==> src/rtl/spatz_issue_scoreboard.sv <==
// spatz_issue_scoreboard: in-order issue queue with a vector-register
// write scoreboard between the Spatz controller and VFU/LSU/SLD.
// Optional build macro SPATZ_SB_BYPASS_EN: the hazard check ignores busy
// bits being cleared by this cycle's completions, so a dependent head can
// issue in the same cycle as its producer's completion.
// Handshakes: a transfer happens on a rising edge where valid && ready;
// once issue_valid_o is high it holds with stable id/payload until taken.
module spatz_issue_scoreboard #(
   parameter int DEPTH = 4,
   parameter int ID_W  = 3,
   parameter int PLD_W = 64
) (
   input  logic               clk_i,
   input  logic               rst_i,
   input  logic               req_valid_i,
   output logic               req_ready_o,
   input  logic [1:0]         req_unit_i,
   input  logic [4:0]         req_vd_i,
   input  logic [4:0]         req_vs1_i,
   input  logic [4:0]         req_vs2_i,
   input  logic               req_use_vd_i,
   input  logic               req_use_vs1_i,
   input  logic               req_use_vs2_i,
   input  logic [ID_W-1:0]    req_id_i,
   input  logic [PLD_W-1:0]   req_payload_i,
   output logic [2:0]         issue_valid_o,
   input  logic [2:0]         issue_ready_i,
   output logic [ID_W-1:0]    issue_id_o,
   output logic [PLD_W-1:0]   issue_payload_o,
   input  logic [2:0]         rsp_valid_i,
   input  logic [3*ID_W-1:0]  rsp_id_i,
   output logic [31:0]        busy_o,
   output logic               idle_o
);
   localparam int PTR_W = $clog2(DEPTH);
   localparam int CNT_W = PTR_W + 1;
   localparam int NID   = 1 << ID_W;

   typedef struct packed {
      logic [1:0]       unit;
      logic [4:0]       vd;
      logic [4:0]       vs1;
      logic [4:0]       vs2;
      logic             use_vd;
      logic             use_vs1;
      logic             use_vs2;
      logic [ID_W-1:0]  id;
      logic [PLD_W-1:0] payload;
   } entry_t;

   entry_t           mem_q [DEPTH];
   entry_t           mem_d [DEPTH];
   logic [PTR_W-1:0] rd_ptr_q, rd_ptr_d, wr_ptr_q, wr_ptr_d;
   logic [CNT_W-1:0] cnt_q, cnt_d;
   logic [31:0]      busy_q, busy_d;
   logic [NID-1:0]   pend_q, pend_d, vdv_q, vdv_d;
   logic [4:0]       vd_tab_q [NID];
   logic [4:0]       vd_tab_d [NID];

   entry_t      head;
   logic        empty, full, push_acc, push, pop, hazard;
   logic [31:0] clr_vec, busy_chk;
   logic [NID-1:0] pend_clr;

   assign head        = mem_q[rd_ptr_q];
   assign empty       = (cnt_q == '0);
   assign full        = (cnt_q == CNT_W'(DEPTH));
   assign req_ready_o = !full;
   assign push_acc    = req_valid_i && req_ready_o;
   // Unit 3 is accepted upstream-visible but never stored.
   assign push        = push_acc && (req_unit_i != 2'd3);
   assign busy_o      = busy_q;
   assign idle_o      = empty && (pend_q == '0);
   assign issue_id_o      = empty ? '0 : head.id;
   assign issue_payload_o = empty ? '0 : head.payload;

   // Completion decode: pending ids retire, and their recorded vd is freed.
   always_comb begin
      clr_vec  = '0;
      pend_clr = '0;
      for (int k = 0; k < 3; k++) begin
         if (rsp_valid_i[k] && pend_q[rsp_id_i[k*ID_W +: ID_W]]) begin
            pend_clr[rsp_id_i[k*ID_W +: ID_W]] = 1'b1;
            if (vdv_q[rsp_id_i[k*ID_W +: ID_W]])
               clr_vec[vd_tab_q[rsp_id_i[k*ID_W +: ID_W]]] = 1'b1;
         end
      end
   end

`ifdef SPATZ_SB_BYPASS_EN
   assign busy_chk = busy_q & ~clr_vec;
`else
   assign busy_chk = busy_q;
`endif

   assign hazard = (head.use_vs1 && busy_chk[head.vs1]) ||
                   (head.use_vs2 && busy_chk[head.vs2]) ||
                   (head.use_vd  && busy_chk[head.vd]);

   // Present the head to its target unit when it is hazard-free.
   always_comb begin
      issue_valid_o = 3'b000;
      if (!empty && !hazard) begin
         case (head.unit)
            2'd0:    issue_valid_o = 3'b001;
            2'd1:    issue_valid_o = 3'b010;
            2'd2:    issue_valid_o = 3'b100;
            default: issue_valid_o = 3'b000;
         endcase
      end
   end

   assign pop = |(issue_valid_o & issue_ready_i);

   // Next-state for queue storage, pointers, count and scoreboard.
   always_comb begin
      mem_d    = mem_q;
      rd_ptr_d = rd_ptr_q;
      wr_ptr_d = wr_ptr_q;
      cnt_d    = cnt_q;
      vd_tab_d = vd_tab_q;
      vdv_d    = vdv_q;
      busy_d   = busy_q & ~clr_vec;
      pend_d   = pend_q & ~pend_clr;
      if (push) begin
         mem_d[wr_ptr_q] = '{unit: req_unit_i, vd: req_vd_i, vs1: req_vs1_i,
                             vs2: req_vs2_i, use_vd: req_use_vd_i,
                             use_vs1: req_use_vs1_i, use_vs2: req_use_vs2_i,
                             id: req_id_i, payload: req_payload_i};
         wr_ptr_d = wr_ptr_q + 1'b1;
      end
      if (pop) begin
         rd_ptr_d = rd_ptr_q + 1'b1;
         // Issue sets are applied after clears so a set always wins.
         pend_d[head.id] = 1'b1;
         vdv_d[head.id]  = head.use_vd;
         if (head.use_vd) begin
            busy_d[head.vd]   = 1'b1;
            vd_tab_d[head.id] = head.vd;
         end
      end
      if (push && !pop)
         cnt_d = cnt_q + CNT_W'(1);
      else if (!push && pop)
         cnt_d = cnt_q - CNT_W'(1);
   end

   // State registers with synchronous reset.
   always_ff @(posedge clk_i) begin
      if (rst_i) begin
         for (int i = 0; i < DEPTH; i++) mem_q[i] <= '0;
         for (int i = 0; i < NID; i++) vd_tab_q[i] <= '0;
         rd_ptr_q <= '0;
         wr_ptr_q <= '0;
         cnt_q    <= '0;
         busy_q   <= '0;
         pend_q   <= '0;
         vdv_q    <= '0;
      end else begin
         mem_q    <= mem_d;
         vd_tab_q <= vd_tab_d;
         rd_ptr_q <= rd_ptr_d;
         wr_ptr_q <= wr_ptr_d;
         cnt_q    <= cnt_d;
         busy_q   <= busy_d;
         pend_q   <= pend_d;
         vdv_q    <= vdv_d;
      end
   end
endmodule

==> config.mk <==
export PLATFORM = sky130hd
export DESIGN_NAME = spatz_issue_scoreboard
export DESIGN_NICKNAME = d
export VERILOG_FILES = /design/src/rtl/spatz_issue_scoreboard.sv
export SDC_FILE = /design/constraint.sdc
export NUM_CORES = 1
export LEC_CHECK = 0
export CAP_MARGIN = 20
export CORE_ASPECT_RATIO = 0.9
export CORE_MARGIN = 2
export CORE_UTILIZATION = 25
export DETAILED_ROUTE_END_ITERATION = 7
export GPL_TIMING_DRIVEN = 0
export PLACE_DENSITY_LB_ADDON = 0.3
export SYNTH_ARGS = -nofsm -noshare
export SYNTH_HDL_FRONTEND = slang
export SYNTH_SLANG_ARGS = --single-unit
==> constraint.sdc <==
create_clock -name clk_i -period 4.4 [get_ports clk_i]
set_input_delay 0.66 -clock clk_i [delete_from_list [all_inputs] [get_ports clk_i]]
set_output_delay 0.66 -clock clk_i [all_outputs]
set_load 0.005 [all_outputs]
# After elaboration in Yosys (flattened, before gate mapping)

Cells that the tools add are included.

$lt $le $gt $ge: 26
Mux-type cells: 71
Reductions and logical operators: 35
Equal/unequal tests: 4
Bitwise logic cells: 17
Multipliers: 0
Shift-type cells: 0
Div/mod/pow operators: 0
$add $sub $neg: 4

Operator list:

| cell                                                | count |
|---|---|
| bitwise mux 348 bit                                 | 1 |
| two-way mux 87 bit                                  | 3 |
| two-way mux 32 bit                                  | 8 |
| binary-select mux 87 bit (select 2 bit)             | 1 |
| demux 87 bit (select 2 bit)                         | 1 |
| OR 32 bit                                           | 3 |
| two-way mux 64 bit                                  | 1 |
| binary-select mux 5 bit (select 3 bit)              | 3 |
| bitwise mux 40 bit                                  | 1 |
| < comparator 5 x 6 -> 1 bit, second input constant  | 6 |
| two-way mux 5 bit                                   | 7 |
| bitwise AND 32 bit                                  | 1 |
| two-way mux 8 bit                                   | 4 |
| inverter 32 bit                                     | 1 |
| OR 8 bit                                            | 3 |
| logical AND 1 bit                                   | 22 |
| demux 1 bit (select 5 bit)                          | 4 |
| >= comparator 5 x 1 -> 1 bit, second input constant | 4 |
| binary-select mux 1 bit (select 3 bit)              | 6 |
| two-way mux 1 bit                                   | 17 |
| >= comparator 4 bit, second input constant          | 4 |
| < comparator 3 x 4 -> 1 bit, second input constant  | 4 |
| inverter 3 -> 4 bit                                 | 4 |
| binary-select mux 1 bit (select 5 bit)              | 3 |
| 28 further kinds                                    | 45 |

Latch bits: 0
Output and inout port bits: 104
Memories kept: 0
Memory bits (writable): 0
ROM bits: 0
Bits of input ports: 105
Bits in registers: 443

# Logic depth before layout (Yosys ltp)

Depth in word-level cells: 21
Mapped depth: 18
Mapped depth without buffers: 13

# Worst setup path after synthesis

No wires, ideal clock.

Path type: reg-to-reg
From: register rd_ptr_q[1]
To: register cnt_q[2]
Arrival time: 3931 ps
Library setup time: 70 ps
Required time: 4330 ps
Path slack: 398 ps
Clock period less this slack: 4002 ps
Cell stages (with the launch flop): 18
Buffers on the path: 4
Path through: dfxtp_1 buf_6 buf_2 mux4_2 buf_2 nand3_1 o22a_1 nor2_1 nor4_1 nand2_1 nand3_4 buf_2 ha_1 inv_1 fa_1 xor2_1 or3_1 a21oi_1

Cells in the longest elaborated chain, start to end: 17

RTL lines:

| item                                                             | RTL line | source |
|---|---|---|
| start: declaration                                               | 53       | `logic [PTR_W-1:0] rd_ptr_q, rd_ptr_d, wr_ptr_q, wr_ptr_d;` |
| start signal: assignment                                         | 162      | `rd_ptr_q <= rd_ptr_d;` |
| inverter 2 -> 3 bit (not written as such) (*)                    | 65       | `assign head = mem_q[rd_ptr_q];` |
| binary-select mux 87 bit (select 2 bit) (*)                      | 65       |  |
| two-way mux 87 bit (not written as such) (*) (2 in series)       | 65       |  |
| binary-select mux 1 bit (select 5 bit), on equally long branches | 96, 97   |  |
| two-way mux 1 bit, on equally long branches                      | 96, 97   |  |
| logical AND 1 bit, on equally long branches                      | 96, 97   |  |
| logical OR 1 bit                                                 | 96       | `assign hazard = (head.use_vs1 && busy_chk[head.vs1]) \|\|` |
| logical OR 1 bit                                                 | 97       | `(head.use_vs2 && busy_chk[head.vs2]) \|\|` |
| zero test 1 bit                                                  | 103      | `if (!empty && !hazard) begin` |
| logical AND 1 bit                                                | 103      |  |
| two-way mux 3 bit (*)                                            | 103      |  |
| bitwise AND 3 bit (*)                                            | 113      | `assign pop = \|(issue_valid_o & issue_ready_i);` |
| OR reduction 3 bit (*)                                           | 113      |  |
| zero test 1 bit                                                  | 142      | `if (push && !pop)` |
| logical AND 1 bit                                                | 142      |  |
| two-way mux 3 bit or nonzero test 2 bit (tied branches)          | n/a      |  |
| end signal: assignment                                           | 164      | `cnt_q <= cnt_d;` |
| end: declaration                                                 | 54       | `logic [CNT_W-1:0] cnt_q, cnt_d;` |

Every way passes the cells marked *; elsewhere a longest branch is shown, timed or not. The select of a mux whose other input is x is not followed.
A chain may end at the register's enable or synchronous reset.

# Worst setup path in the final report

From: register rd_ptr_q[1]
To: output issue_valid_o[1]

Cells in the longest elaborated chain, start to end: 12

RTL lines:

| item                                                             | RTL line | source |
|---|---|---|
| inverter 2 -> 3 bit (not written as such) (*)                    | 65       |  |
| binary-select mux 87 bit (select 2 bit) (*)                      | 65       |  |
| two-way mux 87 bit (not written as such) (*) (2 in series)       | 65       |  |
| binary-select mux 1 bit (select 5 bit), on equally long branches | 96, 97   |  |
| two-way mux 1 bit, on equally long branches                      | 96, 97   |  |
| logical AND 1 bit, on equally long branches                      | 96, 97   |  |
| logical OR 1 bit                                                 | 96       |  |
| logical OR 1 bit                                                 | 97       |  |
| zero test 1 bit                                                  | 103      |  |
| logical AND 1 bit                                                | 103      |  |
| two-way mux 3 bit (*)                                            | 103      |  |
| end: declaration                                                 | 26       | `output logic [2:0] issue_valid_o,` |

Marked as above.

==> results by stage <==
Pwr:
- VDD sags by at most 280 uV.
- Dividing total power by cell area gives a power density of 445 nW/um^2.
- The leakage power summed over all cells is 8.72 nW.

Finish:
- The core occupancy in the finished layout is 0.318.
- The area of all placed cells without fillers is 26900 sq um.
- In the final layout, flip-flops and latches occupy 8870 sq um.
- Compared with the post-synthesis result, the final layout area differs by 25.5%.
- The net count of the finished layout is 2875.
- Fill cells in the final layout number 9007.
- The footprint of the multi-input gates is 11800 sq um.
- For this run, the number of standard cells in the final layout without fillers is 3935.
- In the final layout, the share of cells above drive strength 1 is 0.106.

Floorplan:
- The number of placed I/O pins is 209.
- The area inside the core boundary is 84700 sq um.
- The initial cell density of the core is 0.253.
- In this run the core area contains 101 standard-cell rows.
- The die area is 88200 sq um.
- The die is 282 um tall.
- The overall die width is 313 um.

Yosys:
- The synthesized-area fraction occupied by ao, oa, aoi and oai cells is 0.138.
- Of the total synthesized cell area, the portion taken by full adders, half adders and majority gates is 0.00385.
- The multiplexer area fraction after synthesis is 0.181.
- The fraction of registers with async set or reset after synthesis is 0.
- The biggest area contributor in the post-synthesis netlist is dfxtp_1.
- Counting flops with a built-in enable in the synthesized netlist gives 0.
- After synthesis the netlist holds a flip-flop and latch count of 443.
- After synthesis, the largest family of logic cells by area is simple AND/OR/NAND/NOR gates.
- The sequential-to-total area share from yosys stat is 0.413.
- When the netlist entered floorplanning its net count stood at 2608.
- The share of synthesized area in the top cell type comes to 0.413.
- The xor/xnor cell area share of the yosys netlist is 0.00122.
- By area the synthesized netlist is led by dfxtp_1, nand2_1, mux4_2.
- The count of warnings emitted by yosys is 0.
- Among all flip-flop cells after synthesis, the most frequent one is dfxtp_1.
- Of the total synthesized cell area, the portion taken by AND, OR, NAND and NOR gates is 0.221.
- The netlist uses 61 different library cells.
- The cell count after synthesis is 2497.
- The average instance in the mapped netlist occupies 8.59 sq um.
- The synthesized cell area is 21500 sq um.

STA:
- The time the final worst path needs with I/O delays and setup is 4.33 ns.
- The final-report setup violation count is 0.
- The normalized max-slew margin is 0.371.
- Setup repair after global routing could not meet its margin everywhere.
- Across all hold checks on the routed design, the worst slack comes to 0.450 ns.
- The final count of hold timing violations was 0.
- Dividing the final minimum period by the clock period gives 0.984.
- The achievable clock frequency is 231 MHz.
- The final setup skew is 0.0538 ns.
- The transition at the pin with the smallest max-transition slack is 0.944 ns.
- The total negative slack for setup checks is 0 ns.
- The max-slew violation count came to 0.

Clock tree:
- The clock root buffer is clkbuf_16.
- The number of H-tree branching levels is 2.
- The largest buffer count on any clock path is 3.
- After clock tree synthesis, the flow added hold-fix buffers numbering 0.
- For the worst-skew pair, the clock arrives at the later sink with an insertion delay of 0.63 ns.
- The clock sink count is 443.
- After clock tree synthesis, the clock-pin slew on the worst setup and hold paths is 0.06 ns.
- The number of clock buffers inserted by TritonCTS is 49.
- The TritonCTS clock tree is yes.

Placed design:
- Detailed placement ended at an HPWL of 58500 um.
- In this run, placement finished with an instance count of 3836.
- The port buffer count is 205.
- At the end of routability-driven placement, the weighted congestion stood at 0.966.
- The instance area after placement is 24900 sq um.

Worst setup path:
- STA classifies the critical path endpoint as an output pin.
- The signal on the critical path passes through buf_8 -> buf_4 -> mux4_2 -> mux4_2 -> mux2_2 -> a211o_1 -> buf_6 -> buf_8 -> a21oi_4 -> buf_6 -> nand2_2 -> nor3b_2 -> buf_2.
- In this design, the stage delay of the slowest critical-path cell is 0.63 ns.
- The kind of start point of the critical path is a flip-flop.
- By startpoint and endpoint, the worst setup path is classified as flip-flop to output pin.
- Across all register-to-register paths, the minimum setup slack is 0.26 ns.
- The cell family contributing the most delay on the critical path is multiplexers.
- The critical path arrival is 3.67 ns.
- Among all stages on the critical path, the largest delay is contributed by mux4_2.
- In this run the worst path has a maximum fanout of 10.
- Data on the critical path is required at its endpoint by 3.74 ns.
- Together, buffers and inverters on the worst path number 6.

Global route:
- The via count of the first global-routing pass is 19000.
- The number of antenna violations at the first check in global routing is 16.
- The global-route wire length before repair is 122000 um.
- The total grt overflow is 0.
- The all-layer global routing usage is 0.180.
- The pin count of the biggest net entering global routing is 17.

Detailed routing:
- Dividing the detail-routed wire length by the instance count gives 20.7 um.
- The number of nets still failing antenna checks after routing is 0.
- The DRC violation total after the first TritonRoute iteration is 1376.
- The total DRC errors in the routed layout is 0.
- After detailed routing, the number of vias per cell comes to 4.95.
- The first TritonRoute pass finished after 5 iterations.
- Summing over every cut layer, the via total after detailed routing is 19500.
- For this block, the routed nets add up to 81300 um of wire.

Job:
- The tool flagged a number of max-cap violations equal to 0.

Hold path:
- In this run the worst hold path is classified as flip-flop to flip-flop.

Run status:
- The run finished with clean final reports.
[layer usage]
| layer | routed length (um) | part of all wire | vias up | global-route usage |
|---|---|---|---|---|
| met2 | 36700 | 0.45 | 693 | 0.287 |
| li1 | - | - | 9240 | - |
| met4 | 1460 | 0.018 | 24 | 0.0399 |
| met1 | 35900 | 0.44 | 9414 | 0.244 |
| met3 | 7130 | 0.088 | 123 | 0.0476 |
| met5 | 138 | 0.0017 | - | 0 |
[path summary, 6_finish.rpt]
path                     from                to  cells past startpoint
hold / removal     mem_q[235]        mem_q[235]                      2
hold reg to reg    mem_q[235]        mem_q[235]                      2
setup / recovery  rd_ptr_q[1]  issue_valid_o[1]                     13
setup reg to reg  rd_ptr_q[1]          cnt_q[2]                     18
[per-stage QoR]
step | worst slack (ns) | total power [mW]
finish | 0.0707 | 12.0
CTS | 0.00131 | 12.1
floorplan | 0.398 | 6.18
global route | -0.0845 | 12.5
detailed placement | -0.720 | 7.49
global placement | -0.669 | 7.47
[kinds of logic after synthesis]
kind of cell	after synthesis
flops	443
mux	228
xor+xnor	3
buf+inv	223
fa+ha+maj	6
compound gates	509
simple gates	1085
[cells in the final DEF (no fill, tap or decap), types with 6 or more instances in the layout]
cell type	synthesis	layout
or3_1	6	6
o2bb2ai_1	7	7
o211ai_1	13	13
nor3_1	11	9
nand2_1	805	803
clkbuf_16	0	49
a32oi_1	14	14
clkbuf_1	138	138
a22oi_1	27	27
clkbuf_2	0	6
clkinv_2	0	7
a221oi_1	6	6
nor4_1	17	16
nand2b_1	10	10
mux2_2	19	19
nor2b_1	98	98
o2111ai_1	9	9
buf_1	41	34
mux2i_1	84	83
inv_1	23	23
nand3_1	22	22
o31ai_1	34	34
nor2_1	38	38
buf_4	1	20
mux4_2	121	124
dfxtp_1	443	442
and2_1	15	15
nand4_1	25	25
buf_2	16	8
bufinv_16	0	7
buf_6	3	6
nand3b_1	8	8
and3_1	10	10
a21oi_1	367	365
clkdlybuf4s50_1	0	202
clkbuf_8	0	12
[cells in the mapped netlist (all sizes together) (6+ instances only)]
cell type	instances
nand2	805
dfxtp	443
a21oi	367
clkbuf	138
mux4	125
nor2b	98
mux2i	84
buf	62
nor2	39
o31ai	34
nand3	30
a22oi	27
nand4	25
inv	23
mux2	19
nor4	19
and2	15
a32oi	14
o211ai	13
nor3	11
and3	10
nand2b	10
o2111ai	9
nand3b	8
o2bb2ai	7
a221oi	6
or3	6
[report_power, final]
part	internal, mW	switching, mW
Sequential	4.22	0.123
Clock	2.68	1.83
Combinational	1.23	1.92
Total	8.13	3.87
[worst register-to-register path, delay by kind of cell, from the launching register on]
family / cells / cell delay, ns
adder cells (fa/ha/maj): 2 / 0.57
multiplexers: 1 / 0.57
buffers and inverters: 6 / 0.85
flip-flops: 1 / 0.33
AND/OR/NAND/NOR: 6 / 1.23
AO/OA/AOI/OAI: 2 / 0.35
XOR/XNOR: 1 / 0.18
[layout make-up]
| class | instances | share of cell area |
|---|---|---|
| well taps | 1133 | 0.0526 |
| clock inverters | 18 | 0.0124 |
| multi-input cells | 1831 | 0.437 |
| inverters | 23 | 0.00320 |
| flip-flops and latches | 443 | 0.329 |
| diodes | 2 | 0.000186 |
| repair buffers | 222 | 0.0814 |
| clock buffers | 69 | 0.0528 |
| plain buffers | 194 | 0.0315 |
[flip-flops by register name, summed over array words and instances, names as in the netlist]
register,flops
vd_tab_q,40
mem_q,348
cnt_q,3
pend_q,8
wr_ptr_q,2
busy_o,32
rd_ptr_q,2
vdv_q,8
[what timing repair did]
item,4_1_cts,5_1_grt
gates resized for setup,63,18
setup endpoints to repair,70,33
pin swaps,3,5
setup buffers,13,3
Power figures use the tool's default switching activity.
